$ cat src/rtl/stage_mem_pkg.sv
// Shared definitions for the memory-access stage.
// Contents: funct3 load/store encodings, default bubble instruction,
// FSM state codes, access-size decode helper and the write-back bundle type.
package stage_mem_pkg;

    // addi x0,x0,0: what write-back sees for a bubble
    localparam logic [31:0] NOP_INSTR_DEFAULT = 32'h0000_0013;

    // Load encodings
    localparam logic [2:0] F3_LB  = 3'b000;
    localparam logic [2:0] F3_LH  = 3'b001;
    localparam logic [2:0] F3_LW  = 3'b010;
    localparam logic [2:0] F3_LBU = 3'b100;
    localparam logic [2:0] F3_LHU = 3'b101;

    // Store encodings
    localparam logic [2:0] F3_SB  = 3'b000;
    localparam logic [2:0] F3_SH  = 3'b001;
    localparam logic [2:0] F3_SW  = 3'b010;

    // Bus sequencer states
    typedef enum logic [0:0] {
        ST_IDLE = 1'b0,
        ST_BUSY = 1'b1
    } state_e;

    typedef enum logic [1:0] {
        SZ_BYTE = 2'd0,
        SZ_HALF = 2'd1,
        SZ_WORD = 2'd2
    } size_e;

    // Everything the write-back stage consumes, registered as one bundle
    typedef struct packed {
        logic        valid;
        logic [31:0] pc;
        logic [31:0] instruction;
        logic [2:0]  funct3;
        logic [31:0] alu_d;
        logic [31:0] mem_d;
        logic [31:0] mem_addr;
        logic        is_ld;
        logic        ld_mis;
        logic        st_mis;
        logic        illegal;
        logic        inst_mis;
    } wb_t;

    // funct3[1] set means word (this also folds the undefined 11x codes into word);
    // otherwise funct3[0] picks half over byte.
    function automatic size_e access_size(input logic [2:0] funct3);
        size_e size;
        if (funct3[1]) begin
            size = SZ_WORD;
        end else if (funct3[0]) begin
            size = SZ_HALF;
        end else begin
            size = SZ_BYTE;
        end
        return size;
    endfunction

endpackage

$ cat src/rtl/stage_mem_align.sv
// mem_align: combinational lane logic for the memory-access stage.
// Ports:
//   funct3     in  3   access size/sign
//   addr_lo    in  2   low effective-address bits
//   st_data    in  32  raw store data (rs2)
//   ld_raw     in  32  raw bus read word
//   sel        out 4   byte enables for the access
//   st_dat     out 32  store data replicated across lanes
//   ld_dat     out 32  selected and sign/zero-extended load value
//   misaligned out 1   access does not fit its natural alignment
module mem_align
    import stage_mem_pkg::*;
(
    input  logic [2:0]  funct3,
    input  logic [1:0]  addr_lo,
    input  logic [31:0] st_data,
    input  logic [31:0] ld_raw,
    output logic [3:0]  sel,
    output logic [31:0] st_dat,
    output logic [31:0] ld_dat,
    output logic        misaligned
);

    logic [31:0] shifted_s;
    logic [7:0]  byte_s;
    logic [15:0] half_s;
    logic        sign_en_s;

    // Lane selection of the read word; funct3[2] marks the unsigned loads
    always_comb begin
        shifted_s = ld_raw >> {addr_lo, 3'b000};
        byte_s    = shifted_s[7:0];
        half_s    = addr_lo[1] ? ld_raw[31:16] : ld_raw[15:0];
        sign_en_s = ~funct3[2];
    end

    // Byte enables, store replication, load extension and misalignment per size
    always_comb begin
        sel        = 4'b0000;
        st_dat     = 32'h0000_0000;
        ld_dat     = 32'h0000_0000;
        misaligned = 1'b0;
        case (access_size(funct3))
            SZ_BYTE: begin
                sel        = 4'b0001 << addr_lo;
                st_dat     = {4{st_data[7:0]}};
                ld_dat     = {{24{byte_s[7] & sign_en_s}}, byte_s};
                misaligned = 1'b0;
            end
            SZ_HALF: begin
                sel        = addr_lo[1] ? 4'b1100 : 4'b0011;
                st_dat     = {2{st_data[15:0]}};
                ld_dat     = {{16{half_s[15] & sign_en_s}}, half_s};
                misaligned = addr_lo[0];
            end
            SZ_WORD: begin
                sel        = 4'b1111;
                st_dat     = st_data;
                ld_dat     = ld_raw;
                misaligned = |addr_lo;
            end
            default: begin
                sel        = 4'b0000;
                st_dat     = 32'h0000_0000;
                ld_dat     = 32'h0000_0000;
                misaligned = 1'b0;
            end
        endcase
    end

endmodule

$ cat src/rtl/stage_mem.sv
// stage_mem: memory-access pipeline stage feeding write-back.
// Issues loads/stores on a Wishbone-classic data port, aligns load data,
// flags misaligned accesses and registers the whole write-back bundle.
// Ports:
//   clk_i, rst_i (async active-low)
//   execute side : valid_i, pc_i, instruction_i, funct3_i, alu_d_i, st_d_i,
//                  is_ld_mem_i, is_st_mem_i, e_illegal_inst_i, e_inst_addr_mis_i
//   control      : flush_i (kill from write-back), stall_o (hold upstream)
//   data bus     : dport_addr_o, dport_dat_o, dport_sel_o, dport_we_o,
//                  dport_cyc_o, dport_stb_o, dport_dat_i, dport_ack_i
//   write-back   : valid_o, pc_o, instruction_o, funct3_o, alu_d_o, mem_d_o,
//                  mem_addr_o, is_ld_mem_o, e_ld_addr_mis_o, e_st_addr_mis_o,
//                  e_illegal_inst_o, e_inst_addr_mis_o
module stage_mem
    import stage_mem_pkg::*;
#(
    parameter logic [31:0] NOP_INSTR = NOP_INSTR_DEFAULT
) (
    input  logic        clk_i,
    input  logic        rst_i,
    input  logic        valid_i,
    input  logic [31:0] pc_i,
    input  logic [31:0] instruction_i,
    input  logic [2:0]  funct3_i,
    input  logic [31:0] alu_d_i,
    input  logic [31:0] st_d_i,
    input  logic        is_ld_mem_i,
    input  logic        is_st_mem_i,
    input  logic        e_illegal_inst_i,
    input  logic        e_inst_addr_mis_i,
    input  logic        flush_i,
    output logic        stall_o,
    output logic [31:0] dport_addr_o,
    output logic [31:0] dport_dat_o,
    output logic [3:0]  dport_sel_o,
    output logic        dport_we_o,
    output logic        dport_cyc_o,
    output logic        dport_stb_o,
    input  logic [31:0] dport_dat_i,
    input  logic        dport_ack_i,
    output logic        valid_o,
    output logic [31:0] pc_o,
    output logic [31:0] instruction_o,
    output logic [2:0]  funct3_o,
    output logic [31:0] alu_d_o,
    output logic [31:0] mem_d_o,
    output logic [31:0] mem_addr_o,
    output logic        is_ld_mem_o,
    output logic        e_ld_addr_mis_o,
    output logic        e_st_addr_mis_o,
    output logic        e_illegal_inst_o,
    output logic        e_inst_addr_mis_o
);

    state_e      state_r, next_state_s;
    logic        flush_pend_r;

    // Bus request held stable for the whole cycle
    logic [31:0] bus_addr_r, bus_dat_r;
    logic [3:0]  bus_sel_r;
    logic        bus_we_r, bus_cyc_r;

    // Snapshot of the instruction owning the bus cycle
    logic [31:0] req_pc_r, req_instr_r, req_alu_r;
    logic [2:0]  req_funct3_r;
    logic        req_is_ld_r;

    wb_t         wb_r, wb_next_s;

    logic        is_mem_s, mem_req_s, start_s, done_s, stall_s;
    logic [2:0]  align_funct3_s;
    logic [1:0]  align_addr_lo_s;
    logic [3:0]  align_sel_s;
    logic [31:0] align_st_dat_s, align_ld_dat_s;
    logic        align_mis_s;

    // While busy the aligner decodes the captured request (for load extraction);
    // while idle it decodes the live inputs (for lanes and misalignment).
    always_comb begin
        if (state_r == ST_BUSY) begin
            align_funct3_s  = req_funct3_r;
            align_addr_lo_s = req_alu_r[1:0];
        end else begin
            align_funct3_s  = funct3_i;
            align_addr_lo_s = alu_d_i[1:0];
        end
    end

    mem_align u_mem_align (
        .funct3     (align_funct3_s),
        .addr_lo    (align_addr_lo_s),
        .st_data    (st_d_i),
        .ld_raw     (dport_dat_i),
        .sel        (align_sel_s),
        .st_dat     (align_st_dat_s),
        .ld_dat     (align_ld_dat_s),
        .misaligned (align_mis_s)
    );

    // Decide whether the presented instruction needs a bus cycle
    always_comb begin
        is_mem_s  = is_ld_mem_i | is_st_mem_i;
        mem_req_s = valid_i & is_mem_s & ~align_mis_s & ~e_illegal_inst_i
                  & ~e_inst_addr_mis_i & ~flush_i;
    end

    // Next state, stall and the write-back bundle to register this cycle
    always_comb begin
        next_state_s          = state_r;
        start_s               = 1'b0;
        done_s                = 1'b0;
        stall_s               = 1'b0;
        wb_next_s             = '0;
        wb_next_s.instruction = NOP_INSTR;
        case (state_r)
            ST_IDLE: begin
                if (mem_req_s) begin
                    next_state_s = ST_BUSY;
                    start_s      = 1'b1;
                    stall_s      = 1'b1;
                end else if (valid_i && !flush_i) begin
                    // Single-cycle pass: non-memory, misaligned or pre-faulted
                    wb_next_s.valid       = 1'b1;
                    wb_next_s.pc          = pc_i;
                    wb_next_s.instruction = instruction_i;
                    wb_next_s.funct3      = funct3_i;
                    wb_next_s.alu_d       = alu_d_i;
                    wb_next_s.mem_d       = 32'h0000_0000;
                    wb_next_s.mem_addr    = alu_d_i;
                    wb_next_s.is_ld       = is_ld_mem_i;
                    wb_next_s.ld_mis      = is_ld_mem_i & align_mis_s;
                    wb_next_s.st_mis      = is_st_mem_i & align_mis_s;
                    wb_next_s.illegal     = e_illegal_inst_i;
                    wb_next_s.inst_mis    = e_inst_addr_mis_i;
                end else begin
                    next_state_s = ST_IDLE;
                end
            end
            ST_BUSY: begin
                if (dport_ack_i) begin
                    next_state_s = ST_IDLE;
                    done_s       = 1'b1;
                    // A flush seen at any point of the bus cycle discards the result
                    if (!(flush_pend_r || flush_i)) begin
                        wb_next_s.valid       = 1'b1;
                        wb_next_s.pc          = req_pc_r;
                        wb_next_s.instruction = req_instr_r;
                        wb_next_s.funct3      = req_funct3_r;
                        wb_next_s.alu_d       = req_alu_r;
                        wb_next_s.mem_d       = req_is_ld_r ? align_ld_dat_s : 32'h0000_0000;
                        wb_next_s.mem_addr    = req_alu_r;
                        wb_next_s.is_ld       = req_is_ld_r;
                    end else begin
                        wb_next_s.valid = 1'b0;
                    end
                end else begin
                    stall_s = 1'b1;
                end
            end
            default: begin
                next_state_s = ST_IDLE;
            end
        endcase
    end

    // FSM state register
    always_ff @(posedge clk_i or negedge rst_i) begin
        if (!rst_i) begin
            state_r <= ST_IDLE;
        end else begin
            state_r <= next_state_s;
        end
    end

    // Remember a flush that arrives while the bus cycle is still in flight
    always_ff @(posedge clk_i or negedge rst_i) begin
        if (!rst_i) begin
            flush_pend_r <= 1'b0;
        end else if (done_s || start_s) begin
            flush_pend_r <= 1'b0;
        end else if (state_r == ST_BUSY && flush_i) begin
            flush_pend_r <= 1'b1;
        end else begin
            flush_pend_r <= flush_pend_r;
        end
    end

    // Bus request registers: loaded on start, cyc/we dropped after ack
    always_ff @(posedge clk_i or negedge rst_i) begin
        if (!rst_i) begin
            bus_addr_r <= 32'h0000_0000;
            bus_dat_r  <= 32'h0000_0000;
            bus_sel_r  <= 4'b0000;
            bus_we_r   <= 1'b0;
            bus_cyc_r  <= 1'b0;
        end else if (start_s) begin
            bus_addr_r <= {alu_d_i[31:2], 2'b00};
            bus_dat_r  <= align_st_dat_s;
            bus_sel_r  <= align_sel_s;
            bus_we_r   <= is_st_mem_i;
            bus_cyc_r  <= 1'b1;
        end else if (done_s) begin
            bus_we_r   <= 1'b0;
            bus_cyc_r  <= 1'b0;
        end else begin
            bus_cyc_r  <= bus_cyc_r;
        end
    end

    // Capture the owning instruction so upstream changes cannot corrupt the result
    always_ff @(posedge clk_i or negedge rst_i) begin
        if (!rst_i) begin
            req_pc_r     <= 32'h0000_0000;
            req_instr_r  <= 32'h0000_0000;
            req_alu_r    <= 32'h0000_0000;
            req_funct3_r <= 3'b000;
            req_is_ld_r  <= 1'b0;
        end else if (start_s) begin
            req_pc_r     <= pc_i;
            req_instr_r  <= instruction_i;
            req_alu_r    <= alu_d_i;
            req_funct3_r <= funct3_i;
            req_is_ld_r  <= is_ld_mem_i;
        end else begin
            req_is_ld_r  <= req_is_ld_r;
        end
    end

    // Write-back output register
    always_ff @(posedge clk_i or negedge rst_i) begin
        if (!rst_i) begin
            wb_r             <= '0;
            wb_r.instruction <= NOP_INSTR;
        end else begin
            wb_r <= wb_next_s;
        end
    end

    assign stall_o           = stall_s;
    assign dport_addr_o      = bus_addr_r;
    assign dport_dat_o       = bus_dat_r;
    assign dport_sel_o       = bus_sel_r;
    assign dport_we_o        = bus_we_r;
    assign dport_cyc_o       = bus_cyc_r;
    assign dport_stb_o       = bus_cyc_r;

    assign valid_o           = wb_r.valid;
    assign pc_o              = wb_r.pc;
    assign instruction_o     = wb_r.instruction;
    assign funct3_o          = wb_r.funct3;
    assign alu_d_o           = wb_r.alu_d;
    assign mem_d_o           = wb_r.mem_d;
    assign mem_addr_o        = wb_r.mem_addr;
    assign is_ld_mem_o       = wb_r.is_ld;
    assign e_ld_addr_mis_o   = wb_r.ld_mis;
    assign e_st_addr_mis_o   = wb_r.st_mis;
    assign e_illegal_inst_o  = wb_r.illegal;
    assign e_inst_addr_mis_o = wb_r.inst_mis;

endmodule

$ cat config.mk
export PLATFORM = sky130hd
export DESIGN_NAME = stage_mem
export DESIGN_NICKNAME = d
export VERILOG_FILES = /design/src/rtl/stage_mem_pkg.sv /design/src/rtl/stage_mem_align.sv /design/src/rtl/stage_mem.sv
export SDC_FILE = /design/constraint.sdc
export NUM_CORES = 1
export LEC_CHECK = 0
export ABC_AREA = 1
export CAP_MARGIN = 20
export CORE_UTILIZATION = 50
export DETAILED_ROUTE_END_ITERATION = 8
export PLACE_DENSITY = 0.85
export SETUP_SLACK_MARGIN = 0.05
export SLEW_MARGIN = 10
export SYNTH_ARGS = -nofsm -noshare
export SYNTH_HDL_FRONTEND = slang
export SYNTH_HIERARCHICAL = 1
export SYNTH_SLANG_ARGS = --single-unit
$ cat constraint.sdc
create_clock -name clk_i -period 8.89 [get_ports clk_i]
set_input_delay 1.778 -clock clk_i [delete_from_list [all_inputs] [get_ports clk_i]]
set_output_delay 1.778 -clock clk_i [all_outputs]
set_load 0.02 [all_outputs]
### After elaboration in Yosys (flattened, before gate mapping)

Cells that the tools add are included.

| operators by class | value |
|---|---|
| eq/ne operators | 2 |
| shifts and indexed selects | 2 |
| mux-type cells | 29 |
| bitwise logic cells | 16 |
| reductions and logical operators | 9 |

Operators with widths:

| cell | count |
|---|---|
| 2-to-1 mux 169 bit | 2 |
| case mux 165 bit (2 select lines) | 1 |
| case mux 32 bit (3 select lines) | 2 |
| 2-to-1 mux 165 bit | 1 |
| 2-to-1 mux 164 bit | 1 |
| 2-to-1 mux 32 bit | 1 |
| right shift 32 x 5 -> 8 bit | 1 |
| 2-to-1 mux 16 bit | 1 |
| 2-to-1 mux 1 bit | 12 |
| case mux 4 bit (3 select lines) | 1 |
| AND 1 bit | 9 |
| 2-to-1 mux 4 bit | 2 |
| inverter 1 bit | 6 |
| 2-to-1 mux 2 bit | 2 |
| case mux 1 bit (2 select lines) | 2 |
| nonzero test 2 bit | 2 |
| left shift 1 x 2 -> 4 bit, first input constant | 1 |
| 2-to-1 mux 3 bit | 1 |
| equality test 2 x 1 -> 1 bit, second input constant | 1 |
| equality test 2 bit, second input constant | 1 |
| logical AND 1 bit | 2 |
| logical NOT 2 bit | 1 |
| logical OR 1 bit | 2 |
| OR reduction 2 bit | 1 |
| other kinds (2) | 2 |

| word-level totals | value |
|---|---|
| bits in registers | 339 |
| input bits | 172 |
| output and inout bits | 241 |
| logic and storage cells | 82 |

### Logic depth before layout (Yosys ltp)

Gate-level depths: netlist of run 1.

| logic depth | value |
|---|---|
| depth in word-level cells | 14 |
| mapped depth | 15 |
| depth with buffers taken out | 11 |

### By module

Netlist of run 1, hierarchy kept.

By module, submodules not included:

| module | times used | cells each | area an instance (um2) | sequential area each (um2) |
|---|---|---|---|---|
| stage_mem | 1 | 1336 | 11617.4 | 6935.4 |
| mem_align | 1 | 331 | 1437.6 | 0.0 |

### Least setup slack after synthesis of run 1

No wires, ideal clock.

| timing path | value |
|---|---|
| kind | input to output |
| from | in funct3_i[0] |
| to | out stall_o |
| arrival | 3569 ps |
| required time | 7112 ps |
| setup slack | 3543 ps |
| cell stages on the path | 12 |
| path buffers | 3 |
| path through | inv_1 o21ai_0 nor2_4 buf_2 a21oi_1 inv_1 nand2_1 nor2_4 nand3_4 buf_6 buf_2 o21ai_0 |

| on the way | value |
|---|---|
| cells in the longest elaborated chain, start to end | 12 |
| elaborated cells on any way between the ends | 13 |
| classes of those cells | eq/ne: 2; mux: 6; bitwise: 5 |

Ends and longest elaborated chain:

| element | RTL line | RTL |
|---|---|---|
| start, declared | stage_mem.sv:24 | `input logic [2:0] funct3_i,` |
| 2-to-1 mux 3 bit (*) | stage_mem.sv:80 | `if (state_r == ST_BUSY) begin` |
| named net align_funct3_s[0] | stage_mem.sv:71 | `logic [2:0] align_funct3_s;` |
| 2-to-1 mux 1 bit (*) | stage_mem_pkg.sv:55 | `end else if (funct3[0]) begin` |
| 2-to-1 mux 2 bit (*) | stage_mem_pkg.sv:53 | `if (funct3[1]) begin` |
| equality test 2 bit or equality test 2 x 1 -> 1 bit (tied branches) | stage_mem_align.sv:43 | `case (access_size(funct3))` |
| case mux 1 bit (2 select lines) (*) | stage_mem_align.sv:43 |  |
| named net align_mis_s | stage_mem.sv:75 | `logic align_mis_s;` |
| inverter 1 bit (*) | stage_mem.sv:103 | `mem_req_s = valid_i & is_mem_s & ~align_mis_s & ~e_illegal_inst_i` |
| AND 1 bit (*) (2 in series) | stage_mem.sv:103 |  |
| AND 1 bit (*) (2 in series) | stage_mem.sv:104 | `& ~e_inst_addr_mis_i & ~flush_i;` |
| 2-to-1 mux 1 bit (*) | stage_mem.sv:117 | `if (mem_req_s) begin` |
| case mux 1 bit (2 select lines) (*) | stage_mem.sv:115 | `case (state_r)` |
| end, declared | stage_mem.sv:32 | `output logic stall_o,` |

The timed path passes the listed nets; every way through them passes the cells marked *.

### Worst setup path in the final report of run 1

| timing path | value |
|---|---|
| from | in funct3_i[1] |
| to | out stall_o |

| on the way | value |
|---|---|
| cells in the longest elaborated chain, start to end | 11 |
| elaborated cells on any way between the ends | 12 |
| classes of those cells | eq/ne: 2; mux: 5; bitwise: 5 |

Ends and longest elaborated chain:

| element | RTL line |
|---|---|
| 2-to-1 mux 3 bit (*) | stage_mem.sv:80 |
| named net align_funct3_s[1] | stage_mem.sv:71 |
| 2-to-1 mux 2 bit (*) | stage_mem_pkg.sv:53 |
| equality test 2 bit or equality test 2 x 1 -> 1 bit (tied branches) | stage_mem_align.sv:43 |
| case mux 1 bit (2 select lines) (*) | stage_mem_align.sv:43 |
| named net align_mis_s | stage_mem.sv:75 |
| inverter 1 bit (*) | stage_mem.sv:103 |
| AND 1 bit (*) (2 in series) | stage_mem.sv:103 |
| AND 1 bit (*) (2 in series) | stage_mem.sv:104 |
| 2-to-1 mux 1 bit (*) | stage_mem.sv:117 |
| case mux 1 bit (2 select lines) (*) | stage_mem.sv:115 |

Marks and branches as above.

==> impl_metrics.yaml, run 1 <==
die:
  fp.dieH_um: 164
  dieArea_um2: 26800
  start_util_pct: 51.4
  die_w_um: 164
  num_rows: 58
  io_pins: 413
  coreArea_um2: 25400
clock_network:
  clk_pin_slew_ns: 0.06
  cts_hold_buffers: 0
  htreeDepth: 1
  clock_sinks: 277
  root_buffer: "clkbuf_16"
  cts_setup_buffers: 0
  cts_resized: 0
  cts_max_path_buffers: 3
  cts_tree: "built"
  cts_buffers: 30
  clock_latency_ns: 0.57
grt:
  grt_first_pass_wirelength_mm: 61.2
  grt_max_degree: 155
  antenna_found_initial: 3
  track_usage_pct: 29.3
  grt-ovfl-total: 0
  grt_pass1_vias: 11500
timing:
  rsz0062_at_grt: "no"
  setup_tns_ns: 0
  post-route-min-period_ns: 6.77
  clock_skew_ns: 0.0238
  setup_viol: 0
  fmax_mhz: 148
  tightestPinTransition_ns: 1.05
  hold_violations: 0
  slew_headroom_pct: 30.3
  finalCritPeriodShare_pct: 76.2
  slew_violations: 0
yosys:
  synth-edff-count: 0
  synth_top_area_share_pct: 52.5
  synthCells: 1667
  synth-seq-area-share_pct: 53.1
  synth.most_common_cell: "nand2_1"
  syn_area_um2: 13100
  synthTopCellsByCount: "542 x nand2_1, 274 x dfrtp_1, 205 x inv_1"
  ys_seq_elements: 277
  synth_area_leader_cell: "dfrtp_1"
  yosysWarnings: 6
  ys.flop_type: "dfrtp_1"
  synth_cell_type_count: 30
  async_flop_share_pct: 100
  ys_top_cells_by_area: "dfrtp_1 53%, nand2_1 16%, inv_1 5.9%"
  syn_area_per_cell_um2: 7.83
place:
  numPortBuffers: 410
  dp_hpwl_mm: 26.8
  dpl.cell_count: 2247
  gp_congestion: 0.902
detailed_routing:
  drc_errors: 0
  post_drt_via_cell_ratio: 5.19
  postRouteAntennaNets: 0
  post_drt_wl_per_cell_um: 17.2
  wl_mm: 39.6
  drt_first_pass_iters: 5
  vias: 12000
  drtIter0Drc: 1442
power:
  ir_drop_mv: 0.149
  p_per_area_nw_per_um2: 207
  leakagePower_nw: 9.17
finish:
  finalNonFillerCells: 2303
  drive_above_1_share_pct: 4.31
  area_delta_synth_final_pct: 35.8
  finalNetCount: 2122
min_path:
  min_path_type: "flip-flop to flip-flop"
  hold_path_depth: 2
worst_setup_path:
  cp.required_ns: 7.11
  end_kind: "output pin"
  cp-start-kind: "input pin"
  rr_worst_depth: 12
  worstSetupPathType: "input pin to output pin"
  cp.arrival_ns: 4.99
  path_max_fanout: 65
run_status:
  status: "completed"
flow_run:
  drv_cap: 0
cell usage in the layout, fill, tap and decap left out, types with 2 or more instances in the layout:
master	Yosys	routed
nand2_4	1	3
a22oi_1	8	8
diode_2	0	2
buf_8	0	2
clkbuf_1	27	6
nor2_1	139	138
o21ai_2	0	2
inv_1	205	205
dfstp_2	3	3
clkbuf_8	0	7
dfrtp_1	274	274
o211ai_1	7	7
clkdlybuf4s50_1	0	409
o31ai_1	3	3
clkinv_2	2	7
nand3_1	107	107
o21ai_1	136	136
buf_4	77	9
nand3_4	2	2
bufinv_16	0	2
buf_12	0	3
a21oi_1	16	16
o21ai_0	34	31
conb_1	1	2
inv_4	2	3
inv_2	4	3
clkbuf_16	0	30
nand2_1	542	541
nor2_4	2	3
area by class of cell:
type / count / area (um^2)
clock buffers: 43 / 870
clock inverters: 10 / 134
multi-input cells: 1005 / 4310
flip-flops and latches: 277 / 6940
inverters: 213 / 810
fillers: 1916 / 7670
repair buffers: 423 / 4250
diodes: 2 / 5.00
well taps: 330 / 413
layer usage:
| layer | global-route usage, % | routed length (um) | part of all wire [%] |
|---|---|---|---|
| met1 | 36.1 | 15000 | 38 |
| met2 | 48.4 | 19100 | 48 |
| met3 | 6.78 | 3520 | 8.9 |
| met4 | 14.5 | 2040 | 5.1 |
| met5 | 0 | 13 | 0.033 |
critical path, cell delays in order:
cell and delay [ns]:
clkdlybuf4s50_1 0.47, inv_1 0.08, o21ai_4 0.16, buf_4 0.47, nand2_1 0.09, a21oi_1 0.28
inv_1 0.09, nand2_1 0.11, nor2_4 0.06, nand3_4 0.46, o21ai_0 0.25, clkdlybuf4s50_1 0.60
cells by family after synthesis:
logic type             synth area share [%]
AO/OA/AOI/OAI                          8.17
buffers and inverters                  14.2
flip-flops                             53.1
other                                0.0287
AND/OR/NAND/NOR                        24.5
through the flow:
stage / utilization (%) / power (W) / hold slack, ns / setup WS (ns) / instance area (um^2)
final: 69.8 / 0.00368 / 0.471 / 2.12 / 17700
after global routing: 69.8 / 0.00384 / 0.498 / 1.81 / 17700
after CTS: 69.7 / 0.00370 / 0.466 / 2.13 / 17700
after detailed placement: 65.8 / 0.00244 / 0.462 / 2.15 / 16700
after global placement: 65.6 / 0.00240 / 0.456 / 2.22 / 16700
after floorplan: - / 0.00205 / 0.449 / 3.54 / 13100
flip-flops by register name, summed over array words and instances, names as in the netlist:
| register | flops |
|---|---|
| e_st_addr_mis_o | 1 |
| dport_sel_o | 4 |
| req_alu_r | 32 |
| e_illegal_inst_o | 1 |
| instruction_o | 32 |
| state_r | 1 |
| flush_pend_r | 1 |
| valid_o | 1 |
| is_ld_mem_o | 1 |
| req_funct3_r | 3 |
| dport_cyc_o | 1 |
| req_is_ld_r | 1 |
| e_inst_addr_mis_o | 1 |
| mem_d_o | 32 |
| e_ld_addr_mis_o | 1 |
| req_instr_r | 32 |
| req_pc_r | 32 |
| funct3_o | 3 |
| alu_d_o | 32 |
| pc_o | 32 |
| dport_dat_o | 32 |
| dport_we_o | 1 |
where the power goes:
group | switching, W | internal, W
combinational | 0.000466 | 0.000382
clock | 0.000518 | 0.000738
sequential | 0.000122 | 0.00145
total | 0.00111 | 0.00257
final timing paths:
kind	end	from	slack, ns
max in group asynchronous	req_alu_r[22]	rst_i	6.24
min in group asynchronous	dport_sel_o[2]	rst_i	1.29
hold reg to reg	pc_o[4]	req_pc_r[4]	0.47
setup / recovery	stall_o	funct3_i[1]	2.12
setup reg to reg	dport_dat_o[3]	state_r	4.63
hold / removal	pc_o[4]	req_pc_r[4]	0.47
(Power assumes the default switching activity.)
==> run 2: changes to the inputs <==
- CORE_UTILIZATION: 50 -> 47
- PLACE_DENSITY: 0.85 -> 0.81
- clock period: 8.89 -> 6.6 ns (I/O delays scaled with it)
==> impl_metrics.yaml, run 2 (synthesis results as in run 1) <==
clock_network:
  htreeDepth: 1
  cts_resized: 0
  clock_sinks: 277
  cts_buffers: 30
  root_buffer: "clkbuf_16"
  cts_setup_buffers: 0
  clock_latency_ns: 0.56
  cts_max_path_buffers: 3
  clk_pin_slew_ns: 0.06
  cts_tree: "built"
  cts_hold_buffers: 0
worst_setup_path:
  end_kind: "output pin"
  critical_path.cell_chain: "clkdlybuf4s50_1 > inv_1 > o21ai_2 > buf_4 > nand2_1 > a21oi_1 > inv_1 > nand2_1 > nor2_4 > nand3_4 > o21ai_0 > clkdlybuf4s50_1"
  cp.arrival_ns: 3.76
  path_max_fanout: 36
  critPathMaxStageDelay_ns: 0.61
  rr_worst_depth: 12
  cp-start-kind: "input pin"
  cp.required_ns: 5.28
  worst-path-stages: 12
  cp_top_family: "buffers and inverters"
  worstSetupPathType: "input pin to output pin"
  crit_slowest_cell: "clkdlybuf4s50_1"
  critPathBufInv: 5
min_path:
  min_path_type: "flip-flop to flip-flop"
  hold_path_depth: 2
power:
  p_per_area_nw_per_um2: 278
  ir_drop_mv: 0.174
  leakagePower_nw: 9.16
place:
  dp_hpwl_mm: 25.7
  numPortBuffers: 410
  gp_congestion: 0.936
  placed_area_um2: 16800
timing:
  finalCritPeriodShare_pct: 77.0
  rsz0062_at_grt: "no"
  clock_skew_ns: 0.0153
  hold_violations: 0
  setup_viol: 0
  tightestPinTransition_ns: 1.22
  fmax_mhz: 197
  slew_headroom_pct: 18.4
  slew_violations: 0
  setup_tns_ns: 0
  post-route-min-period_ns: 5.08
  whs_ns: 0.470
finish:
  mostFrequentLayoutCells: "541 x nand2_1, 409 x clkdlybuf4s50_1, 274 x dfrtp_1"
  finalNetCount: 2120
  drive_above_1_share_pct: 4.16
  final_common_cell: "nand2_1"
  ff_latch_area_um2: 6940
  fin_area_um2: 17800
  area_delta_synth_final_pct: 36.2
  fillCellCount: 2238
  multi_input_area_um2: 4310
flow_run:
  drv_cap: 0
detailed_routing:
  vias: 11700
  post_drt_via_cell_ratio: 4.98
  drc_errors: 0
  drtIter0Drc: 1114
  postRouteAntennaNets: 0
  drt_first_pass_iters: 5
  wl_mm: 38.2
  post_drt_wl_per_cell_um: 16.3
die:
  start_util_pct: 48.2
  num_rows: 60
  io_pins: 413
  fp.dieH_um: 169
  die_w_um: 169
  coreArea_um2: 27100
  dieArea_um2: 28400
grt:
  track_usage_pct: 26.7
  grt-ovfl-total: 0
  antenna_found_initial: 3
  grt_max_degree: 277
  grt_pass1_vias: 11300
  grt_first_pass_wirelength_mm: 60.0
run_status:
  status: "completed"
-- run 2: per-layer routing --
layer / GRT usage, % / wire length (um)
met3: 6.57 / 3110
met4: 12.3 / 1760
met2: 43.7 / 17900
met5: 0 / 0
met1: 33.5 / 15400
-- run 2: path summary, 6_finish.rpt --
| check | startpoint | endpoint | slack [ns] |
|---|---|---|---|
| setup / recovery | alu_d_i[1] | stall_o | 1.52 |
| hold / removal | req_instr_r[2] | instruction_o[2] | 0.47 |
| setup reg to reg | state_r | req_pc_r[14] | 3.00 |
| hold reg to reg | req_instr_r[2] | instruction_o[2] | 0.47 |
| max in group asynchronous | rst_i | alu_d_o[16] | 4.38 |
| min in group asynchronous | rst_i | mem_d_o[1] | 0.80 |
-- run 2: worst register-to-register path, cell delays in order, from the launching register on --
cell and delay, ns:
dfrtp_1 0.84, nand2_1 0.18, o21ai_2 0.10, buf_4 0.36
nand2_1 0.10, a21oi_1 0.28, inv_1 0.09, nand2_1 0.11
nor2_4 0.06, nand3_4 0.09, buf_12 0.68, nand2_1 0.45
o21ai_1 0.16
-- run 2: power breakdown --
group          leakage, nW  total (W)  internal [W]  switching (W)
sequential            3.64    0.00211       0.00196       0.000153
clock                0.494    0.00169       0.00101       0.000677
combinational         5.02    0.00113      0.000514       0.000616
total                 9.16    0.00493       0.00349        0.00145
-- run 2: area by class of cell --
class | count | share of cell area (%)
diodes | 3 | 0.0422
clock buffers | 46 | 5.07
clock inverters | 7 | 0.634
inverters | 213 | 4.55
multi-input cells | 1005 | 24.3
flip-flops and latches | 277 | 39.0
well taps | 372 | 2.62
repair buffers | 421 | 23.8
-- run 2: metrics by stage --
| step | worst slack [ns] | total power (W) | instances | utilization (%) |
|---|---|---|---|---|
| after floorplan | 2.17 | 0.00276 | 1668 | - |
| final | 1.52 | 0.00493 | 2344 | 65.6 |
| after CTS | 1.48 | 0.00498 | 2341 | 65.6 |
| after global placement | 1.50 | 0.00323 | 2287 | 61.7 |
| after detailed placement | 1.49 | 0.00327 | 2288 | 61.8 |
| after global routing | 1.28 | 0.00517 | 2342 | 65.6 |
==> run 3: changes to the inputs <==
- clock period: 6.6 -> 5.3 ns (I/O delays scaled with it)
==> impl_metrics.yaml, run 3 (synthesis results as in run 1) <==
timing:
  setup_tns_ns: 0
  tightestPinTransition_ns: 1.29
  slew_headroom_pct: 14.3
  fmax_mhz: 223
  slew_violations: 0
  finalCritPeriodShare_pct: 84.6
  rsz0062_at_grt: "no"
  hold_violations: 0
  setup_slack_ns: 0.815
  clock_skew_ns: 0.0203
  post-route-min-period_ns: 4.49
  setup_viol: 0
clock_network:
  cts_tree: "built"
  clk_pin_slew_ns: 0.06
  htreeDepth: 1
  cts_hold_buffers: 0
  cts_resized: 0
  clock_latency_ns: 0.56
  cts_buffers: 29
  clock_sinks: 277
  cts_setup_buffers: 0
  cts_max_path_buffers: 3
  root_buffer: "clkbuf_16"
place:
  dpl.cell_count: 2292
  numPortBuffers: 410
  placed_area_um2: 16800
  pre_cts_ws_ns: 0.788
  gp_congestion: 0.931
  dp_hpwl_mm: 26.4
power:
  p_per_area_nw_per_um2: 342
  leakagePower_nw: 9.15
  ir_drop_mv: 0.239
die:
  num_rows: 60
  dieArea_um2: 28400
  die_w_um: 169
  fp.dieH_um: 169
  start_util_pct: 48.2
  io_pins: 413
  coreArea_um2: 27100
worst_setup_path:
  cp.arrival_ns: 3.43
  crit_slowest_cell: "clkdlybuf4s50_1"
  end_kind: "output pin"
  cp-start-kind: "input pin"
  path_max_fanout: 3
  worstSetupPathType: "input pin to output pin"
  critPathMaxStageDelay_ns: 0.61
  critPathBufInv: 4
  critical_path.cell_chain: "clkdlybuf4s50_1 > inv_1 > o21ai_0 > nor2_4 > a21oi_1 > inv_1 > nand2_1 > nor2_4 > nand3_4 > o21ai_0 > clkdlybuf4s50_1"
  cp.required_ns: 4.24
  cp_top_family: "buffers and inverters"
detailed_routing:
  post_drt_wl_per_cell_um: 16.5
  drc_errors: 0
  drt_first_pass_iters: 6
  drtIter0Drc: 1107
  postRouteAntennaNets: 0
  post_drt_via_cell_ratio: 4.97
  wl_mm: 38.7
  vias: 11700
finish:
  fin_util_pct: 65.5
  area_delta_synth_final_pct: 35.9
  final_common_cell: "nand2_1"
  drive_above_1_share_pct: 4.31
  finalNonFillerCells: 2347
  fin_area_um2: 17700
  finalNetCount: 2123
  mostFrequentLayoutCells: "541 x nand2_1, 409 x clkdlybuf4s50_1, 274 x dfrtp_1"
grt:
  grt_pass1_vias: 11400
  track_usage_pct: 27.1
  grt_max_degree: 277
  antenna_found_initial: 4
  grt_first_pass_wirelength_mm: 61.0
  grt-ovfl-total: 0
min_path:
  min_path_type: "flip-flop to flip-flop"
flow_run:
  drv_cap: 0
run_status:
  status: "completed"
[run 3: cell count changes in the layout (fill, tap and decap cells not counted), sizes merged]
| cell | previous run | this run |
|---|---|---|
| clkbuf | 46 | 42 |
| inv | 211 | 212 |
| buf | 12 | 16 |
| clkinv | 6 | 8 |
[run 3: where the power goes]
part | internal (W) | switching (W) | total (W)
Combinational | 0.000641 | 0.000776 | 0.00142
Clock | 0.00119 | 0.000828 | 0.00202
Sequential | 0.00244 | 0.000189 | 0.00263
[run 3: routing by layer]
metal | vias up | share of wire [%] | global-route usage [%]
li1 | 5589 | - | -
met1 | 5509 | 39 | 32.8
met2 | 496 | 49 | 46.4
met3 | 70 | 9.1 | 7.48
met4 | 2 | 3.0 | 9.05
met5 | - | 0.034 | 0
[run 3: worst min-delay path, cell delays in order (launching register included)]
cell     delay, ns
dfrtp_1       0.34
nand2_1       0.05
nand2_1       0.06
[run 3: metrics by stage]
step,power (W),hold WS [ns]
after CTS,0.00612,0.477
after global routing,0.00636,0.503
final,0.00606,0.476
after floorplan,0.00344,0.449
after detailed placement,0.00408,0.456
after global placement,0.00403,0.455
[run 3: final cells by class]
class                      count  area (um^2)
timing repair buffer         425         4260
inverter                     213          810
tap                          372          465
multi-input combinational   1005         4310
sequential                   277         6940
clock buffer                  42          835
antenna                        3         7.51
clock inverter                10          118
fill                        2207         9360
[run 3: worst paths after layout]
kind,from,to,slack [ns],cells after the start
worst max-delay path,funct3_i[0],stall_o,0.81,11
worst min-delay path,req_instr_r[18],instruction_o[18],0.48,2
worst max register to register,state_r,req_instr_r[26],1.90,11
worst min register to register,req_instr_r[18],instruction_o[18],0.48,2
max in group asynchronous,rst_i,dport_dat_o[9],3.57,2
min in group asynchronous,rst_i,mem_d_o[1],0.61,1
